## src/rtl/m_float2fix_pipe.sv

```systemverilog
// m_float2fix_pipe
// Pipelined IEEE-754 single-precision to signed fixed-point converter.
// Each beat carries LANES floats. The result is two's complement OUT_W bits
// wide with FRAC_BITS fractional bits. A lane can truncate toward zero or
// round to nearest even, and it clamps to the output range when needed.
//
// Ports
//   clk, rstn              clock (rising edge), asynchronous active-low reset
//   src_valid/src_ready    input handshake; src_ready = !stall
//   rnd_mode               0 = truncate, 1 = round-to-nearest-even (per beat)
//   src_data               LANES packed floats, lane i at [32i+31:32i]
//   dst_valid/dst_ready    output handshake; global stall when !dst_ready
//   dst_data               LANES packed fixed results, lane i at [OUT_W*i +: OUT_W]
//   dst_sat                per-lane flag: clamped, or the input was NaN/Inf
//
// Optional build macro M_FLOAT2FIX_PIPE_STATS_EN adds:
//   sat_cnt_clr            synchronous clear of sat_cnt (wins over an increment)
//   sat_cnt[15:0]          saturating count of dst_sat bits over transferred beats

module m_float2fix_pipe #(
    parameter int LANES     = 8,
    parameter int OUT_W     = 32,
    parameter int FRAC_BITS = 16
) (
    input  logic                   clk,
    input  logic                   rstn,
    input  logic                   src_valid,
    output logic                   src_ready,
    input  logic                   rnd_mode,
    input  logic [LANES*32-1:0]    src_data,
    output logic                   dst_valid,
    input  logic                   dst_ready,
    output logic [LANES*OUT_W-1:0] dst_data,
    output logic [LANES-1:0]       dst_sat
`ifdef M_FLOAT2FIX_PIPE_STATS_EN
    ,
    input  logic                   sat_cnt_clr,
    output logic [15:0]            sat_cnt
`endif
);

    // A 24-bit mantissa shifted left by up to 31 still fits in 56 bits.
    localparam int MAG_W = 56;
    localparam logic [OUT_W-1:0] MAX_VAL = {1'b0, {(OUT_W-1){1'b1}}};
    localparam logic [OUT_W-1:0] MIN_VAL = {1'b1, {(OUT_W-1){1'b0}}};
    localparam logic [MAG_W-1:0] LIM_POS = MAG_W'(MAX_VAL);
    localparam logic [MAG_W-1:0] LIM_NEG = MAG_W'(MIN_VAL);
    localparam logic signed [9:0] SH_BIAS = 10'(FRAC_BITS - 150);
    localparam logic signed [9:0] SH_MAX  = 10'(OUT_W);

    // Align the mantissa, then round the magnitude (sign is applied later).
    function automatic logic [MAG_W-1:0] round_mag(input logic [23:0] man, input logic lsh,
                                                   input logic under, input logic [4:0] amt,
                                                   input logic rne);
        logic [23:0] kept;
        logic [23:0] below;
        logic        guard;
        logic        inc;
        logic [24:0] rounded;
        kept      = man >> amt;
        guard     = man[amt - 5'd1];
        below     = man & ((24'd1 << (amt - 5'd1)) - 24'd1);
        inc       = rne && guard && ((|below) || kept[0]);
        rounded   = {1'b0, kept} + {24'd0, inc};
        round_mag = '0;
        if (under)    round_mag = '0;
        else if (lsh) round_mag = MAG_W'(man) << amt;
        else          round_mag = MAG_W'(rounded);
    endfunction

    // Apply the sign and clamp. Returns {sat, value}.
    function automatic logic [OUT_W:0] saturate(input logic sign, input logic nan, input logic big,
                                                input logic [MAG_W-1:0] mag);
        logic signed [OUT_W-1:0] neg;
        neg = ~mag[OUT_W-1:0] + OUT_W'(1);
        if (nan)             saturate = {1'b1, {OUT_W{1'b0}}};
        else if (big)        saturate = {1'b1, sign ? MIN_VAL : MAX_VAL};
        else if (!sign)      saturate = (mag > LIM_POS) ? {1'b1, MAX_VAL} : {1'b0, mag[OUT_W-1:0]};
        else                 saturate = (mag > LIM_NEG) ? {1'b1, MIN_VAL} : {1'b0, neg};
    endfunction

    logic advance;
    logic vld_p1, vld_p2;

    // Global stall: every stage holds while the output beat waits.
    assign advance   = !(dst_valid && !dst_ready);
    assign src_ready = advance;

    // S1 combinational: unpack, classify, shift amount
    logic [7:0]        exp_c   [LANES];
    logic signed [9:0] sh_c    [LANES];
    logic [23:0]       man_c   [LANES];
    logic [4:0]        amt_c   [LANES];
    logic [LANES-1:0]  sign_c, nan_c, big_c, under_c, lsh_c;

    always_comb begin
        for (int i = 0; i < LANES; i++) begin
            exp_c[i]   = src_data[32*i+23 +: 8];
            sh_c[i]    = $signed({2'b00, exp_c[i]}) + SH_BIAS;
            man_c[i]   = {1'b1, src_data[32*i +: 23]};
            sign_c[i]  = src_data[32*i+31];
            nan_c[i]   = (exp_c[i] == 8'hFF) && (src_data[32*i +: 23] != 23'd0);
            // Inf, and left shifts that would push the leading one past the sign bit
            big_c[i]   = (exp_c[i] == 8'hFF) || (sh_c[i] >= SH_MAX);
            lsh_c[i]   = !sh_c[i][9];
            // Zero/denormal, or right shifts so deep that only sticky remains
            under_c[i] = (exp_c[i] == 8'd0) || (sh_c[i] <= -10'sd25);
            amt_c[i]   = lsh_c[i] ? sh_c[i][4:0] : 5'(-sh_c[i]);
        end
    end

    // S1 -> S2 boundary
    logic [23:0]      man_p1 [LANES];
    logic [4:0]       amt_p1 [LANES];
    logic [LANES-1:0] sign_p1, nan_p1, big_p1, under_p1, lsh_p1;
    logic             rne_p1;

    always_ff @(posedge clk) begin
        if (advance && src_valid) begin
            man_p1   <= man_c;
            amt_p1   <= amt_c;
            sign_p1  <= sign_c;
            nan_p1   <= nan_c;
            big_p1   <= big_c;
            under_p1 <= under_c;
            lsh_p1   <= lsh_c;
            rne_p1   <= rnd_mode;
        end
    end

    // S2 combinational: align and round the magnitude
    logic [MAG_W-1:0] mag_c [LANES];

    always_comb begin
        for (int i = 0; i < LANES; i++) begin
            mag_c[i] = round_mag(man_p1[i], lsh_p1[i], under_p1[i], amt_p1[i], rne_p1);
        end
    end

    // S2 -> S3 boundary
    logic [MAG_W-1:0] mag_p2 [LANES];
    logic [LANES-1:0] sign_p2, nan_p2, big_p2;

    always_ff @(posedge clk) begin
        if (advance && vld_p1) begin
            mag_p2  <= mag_c;
            sign_p2 <= sign_p1;
            nan_p2  <= nan_p1;
            big_p2  <= big_p1;
        end
    end

    // S3 combinational: negate and saturate
    logic [OUT_W:0]         res_c [LANES];
    logic [LANES*OUT_W-1:0] data_c;
    logic [LANES-1:0]       sat_c;

    always_comb begin
        data_c = '0;
        sat_c  = '0;
        for (int i = 0; i < LANES; i++) begin
            res_c[i]                 = saturate(sign_p2[i], nan_p2[i], big_p2[i], mag_p2[i]);
            data_c[OUT_W*i +: OUT_W] = res_c[i][OUT_W-1:0];
            sat_c[i]                 = res_c[i][OUT_W];
        end
    end

    // Stage valids and output registers
    always_ff @(posedge clk or negedge rstn) begin
        if (!rstn) begin
            vld_p1    <= 1'b0;
            vld_p2    <= 1'b0;
            dst_valid <= 1'b0;
            dst_data  <= '0;
            dst_sat   <= '0;
        end else if (advance) begin
            vld_p1    <= src_valid;
            vld_p2    <= vld_p1;
            dst_valid <= vld_p2;
            if (vld_p2) begin
                dst_data <= data_c;
                dst_sat  <= sat_c;
            end
        end
    end

`ifdef M_FLOAT2FIX_PIPE_STATS_EN
    logic [16:0] sat_sum;

    always_comb begin
        sat_sum = {1'b0, sat_cnt};
        for (int i = 0; i < LANES; i++) begin
            sat_sum = sat_sum + {16'd0, dst_sat[i]};
        end
    end

    always_ff @(posedge clk or negedge rstn) begin
        if (!rstn) begin
            sat_cnt <= 16'd0;
        end else if (sat_cnt_clr) begin
            sat_cnt <= 16'd0;
        end else if (dst_valid && dst_ready) begin
            sat_cnt <= sat_sum[16] ? 16'hFFFF : sat_sum[15:0];
        end
    end
`endif

endmodule

```

## config.mk

```make
export PLATFORM = sky130hd
export DESIGN_NAME = m_float2fix_pipe
export DESIGN_NICKNAME = d
export VERILOG_FILES = /design/src/rtl/m_float2fix_pipe.sv
export SDC_FILE = /design/constraint.sdc
export NUM_CORES = 2
export LEC_CHECK = 0
export BUFFER_PORTS_ARGS = -buffer_cell sky130_fd_sc_hd__buf_2
export CAP_MARGIN = 20
export CORE_MARGIN = 2
export CORE_UTILIZATION = 45
export DETAILED_ROUTE_END_ITERATION = 6
export SETUP_SLACK_MARGIN = 0.4
export SYNTH_ARGS = -nofsm -noshare
export SYNTH_HDL_FRONTEND = slang
export SYNTH_SLANG_ARGS = --single-unit
```

## constraint.sdc

```tcl
create_clock -name clk -period 13.4 [get_ports clk]
set_clock_uncertainty 0.15 [all_clocks]
set_input_delay 2.01 -clock clk [delete_from_list [all_inputs] [get_ports clk]]
set_output_delay 2.01 -clock clk [all_outputs]
set_load 0.01 [all_outputs]
```

==> run_results.csv <==
group,metric,value,unit
sta,period_minus_slack,6.846,ns
sta,fin_crit_sh,51.09,%
sta,worst_pin_slew,1.115,ns
global_route,grt.busiest_layer,"met2",
place,gp_congestion,0.9763,
worst_setup_path,timing.rr.start,"amt_p1[10]",
cells_and_area,syn_to_final_growth,9.009,%
worst_setup_path,startpoint_type,"flip-flop",
cells_and_area,drive_gt1_share,14.66,%
global_route,overflow,0,
place,place_inst,11340,
worst_setup_path,worstSetupStartpoint,"amt_p1[10]",
worst_setup_path,crit_path_max_fanout,71,
flow_run,drv_cap,0,
synth,synth_fa_ha_area_share,1.740,%
die,top_level_ports,527,
drt,num_vias,74340,
global_route,grt_use_met1,40.63,%
sta,setup_tns,0,ns
clock_tree,cts_tree,"yes",
global_route,met3_usage,3.959,%
sta,fmax,146.1,MHz
worst_setup_path,end_kind,"flip-flop",
clock_tree,clk_pin_slew,0.06,ns
synth,synthMuxAreaShare,13.96,%
worst_setup_path,critPathBufInv,3,
clock_tree,htree_levels,3,
worst_setup_path,critPathKind,"flip-flop to flip-flop",
synth,synth-async-reset-ratio,26.81,%
die,start_util,45.20,%
drt,wl_per_cell,25.01,µm
cells_and_area,final_cells,11560,
synth,synth-seq-cells,996,
synth,synth_edf_count,729,
power_and_ir_drop,p_per_area,146.4,nW/µm²
worst_setup_path,critPathSlowestCell,"ha_1",
drt,ant_nets,0,
clock_tree,cts_resized,0,
worst_hold_path,hp-class,"flip-flop to flip-flop",
outcome,status,"finished clean",
place,hpwl,212800,µm
drt,first_iter_violations,8446,
worst_setup_path,cp_top_family,"buffers and inverters",
power_and_ir_drop,ir_drop,116.7,µV
die,design.core.area,178200,µm²
worst_setup_path,cp_common_cell,"ha_1",
drt,drt-pass1-iter-count,7,
synth,syn_area_per_cell,8.879,µm²
global_route,grt_pass1_wl,436300,µm
sta,hold_viol,0,
synth,synth_compound_area_share,19.30,%
synth,synthFlopType,"edfxtp_1",
worst_setup_path,cp.required,13.70,ns
sta,final_max_slew_viol_count,0,
die,die-area,182400,µm²
cells_and_area,final_net_count,9474,
die,std_cell_rows,155,
global_route,grt_use_met2,49.00,%
sta,slew_headroom,25.67,%
worst_setup_path,worstPathCellList,"buf_4 > clkinv_1 > ha_1 > ha_1 > clkinv_1 > mux2i_1 > o31ai_1 > o2111ai_1 > nor2b_1 > ha_1 > and2_0 > nand3_1 > nor4_2 > xnor2_1 > o22ai_1",
clock_tree,cts_root_buffer,"clkbuf_16",
drt,wl,289000,µm
clock_tree,cts_sinks,996,
synth,yosysWarnings,0,
drt,avgViaCountPerCell,6.433,
synth,synth_top_family_by_area,"simple AND/OR/NAND/NOR gates",
cells_and_area,fin_util,49.27,%
clock_tree,cts_buffer_depth,3,
clock_tree,cts_buffers,113,
global_route,grt_use_total,30.63,%
sta,setup_viol,0,
worst_setup_path,slowest_delay,0.94,ns
synth,syn_area,80560,µm²
die,die_h,427.1,µm
place,place_worst_setup_slack,6.639,ns
sta,rsz0062_at_grt,"no",
worst_hold_path,hp-start,"sign_p1[5]",
synth,yosys.area_share.simple,20.57,%
clock_tree,cts_setup_buffers,0,
place,port-buffer-count,526,
clock_tree,clk_latency,0.75,ns
synth,synth_fp_nets,9446,
worst_setup_path,cp.arrival,7.14,ns
drt,drcViolationCount,0,
global_route,antenna_found_initial,4,
synth,synthDistinctLibCells,116,
clock_tree,holdBufCountCts,0,
global_route,grt_max_degree,188,
sta,layout_setup_ws,6.554,ns
global_route,grt_pass1_vias,69790,
synth,synthCells,9073,
die,die_w,427.1,µm
power_and_ir_drop,p_leak,32.76,nW
synth,ys_seq_area_share,35.47,%
synth,synthXorXnorAreaFrac,4.023,%
==> worst paths after layout <==
kind / end / slack (ns) / cells past startpoint
max: mag_p2[134] / 6.55 / 15
min: sign_p2[5] / 0.27 / 0
max reg2reg: mag_p2[134] / 6.55 / 15
min reg2reg: sign_p2[5] / 0.27 / 0
max in group asynchronous: dst_data[212] / 10.45 / 2
min in group asynchronous: dst_data[113] / 1.15 / 1
==> layer usage <==
layer	routed length [µm]	part of all wire [%]
met3	20210	7.0
met2	134200	46
met1	118200	41
met5	15	0.0052
met4	16320	5.6
==> cells by family (layout without fill, tap and decap cells) <==
kind of cell             count (synthesis)  count (layout)
XOR/XNOR                               370             370
adder cells (fa/ha/maj)                112             112
other                                    0               1
buffers and inverters                  936            1062
multiplexers                           753             753
AO/OA/AOI/OAI                         2423            2423
flip-flops                             996             996
AND/OR/NAND/NOR                       3483            3483
==> cell type report <==
class / count / area, µm²
inverters: 207 / 777.0
clock inverters: 54 / 560.5
well taps: 2355 / 2947
multi-input cells: 7141 / 48020
repair buffers: 642 / 3566
diodes: 1 / 2.502
clock buffers: 159 / 3368
fillers: 17070 / 90410
flip-flops and latches: 996 / 28570
==> through the flow <==
stage | instance area, µm² | hold slack [ns] | power (mW)
floorplan | 80560 | 0.2503 | 7.750
global route | 87810 | 0.2815 | 13.49
CTS | 87770 | 0.2700 | 12.87
finish | 87810 | 0.2677 | 12.86
detailed placement | 83840 | 0.2552 | 9.567
global placement | 83810 | 0.2545 | 9.524
==> cells in the mapped netlist (103+ instances only) <==
master | instances | area, µm²
a21oi_1 | 638 | 3193
buf_1 | 114 | 427.9
clkbuf_1 | 485 | 1821
dfrtp_1 | 267 | 6681
edfxtp_1 | 729 | 21890
ha_1 | 112 | 1401
inv_1 | 188 | 705.7
mux2_2 | 103 | 1160
mux2i_1 | 368 | 3684
mux4_2 | 265 | 5968
nand2_1 | 837 | 3142
nand2b_1 | 117 | 732.0
nand3_1 | 174 | 870.8
nor2_1 | 1234 | 4632
nor3_1 | 316 | 1582
nor4_1 | 145 | 907.1
o21ai_0 | 567 | 2838
o22ai_1 | 227 | 1420
or3_1 | 105 | 656.9
xnor2_1 | 198 | 1734
xor2_1 | 172 | 1506
==> state kept, by name, indices dropped and copies added (netlist names) <==
signal,count
nan_p1,8
vld_p2,1
lsh_p1,8
mag_p2,440
nan_p2,8
vld_p1,1
man_p1,184
big_p2,8
dst_data,256
sign_p1,8
sign_p2,8
dst_sat,8
under_p1,8
rne_p1,1
dst_valid,1
amt_p1,40
big_p1,8
==> power by group <==
part           switching (mW)  internal, mW  total, mW
Clock                    1.33          1.93       3.26
Combinational            3.07          1.70       4.77
Sequential              0.711          4.12       4.83
Total                    5.11          7.74       12.9
==> layout by cell type, fill, tap and decap left out, types with 43 or more instances in the layout <==
cell	instances
a211oi_1	90
nand3_1	174
a21o_1	43
mux4_2	265
nor2_1	1234
or2_2	54
ha_1	112
a21oi_1	637
mux2_2	103
dfrtp_1	267
edfxtp_1	729
or3_1	105
nand2_1	836
xnor2_1	198
and3_1	63
inv_1	188
xor2_1	172
nor2b_1	79
o211ai_1	64
nor4_1	145
a22o_1	67
mux2i_1	368
and2_1	67
buf_2	525
nand4_1	90
o31ai_1	53
clkbuf_16	124
o21ai_0	567
buf_4	113
nand2b_1	117
o22ai_1	227
nor3_1	316
a31oi_1	86
(Power assumes the default switching activity.)
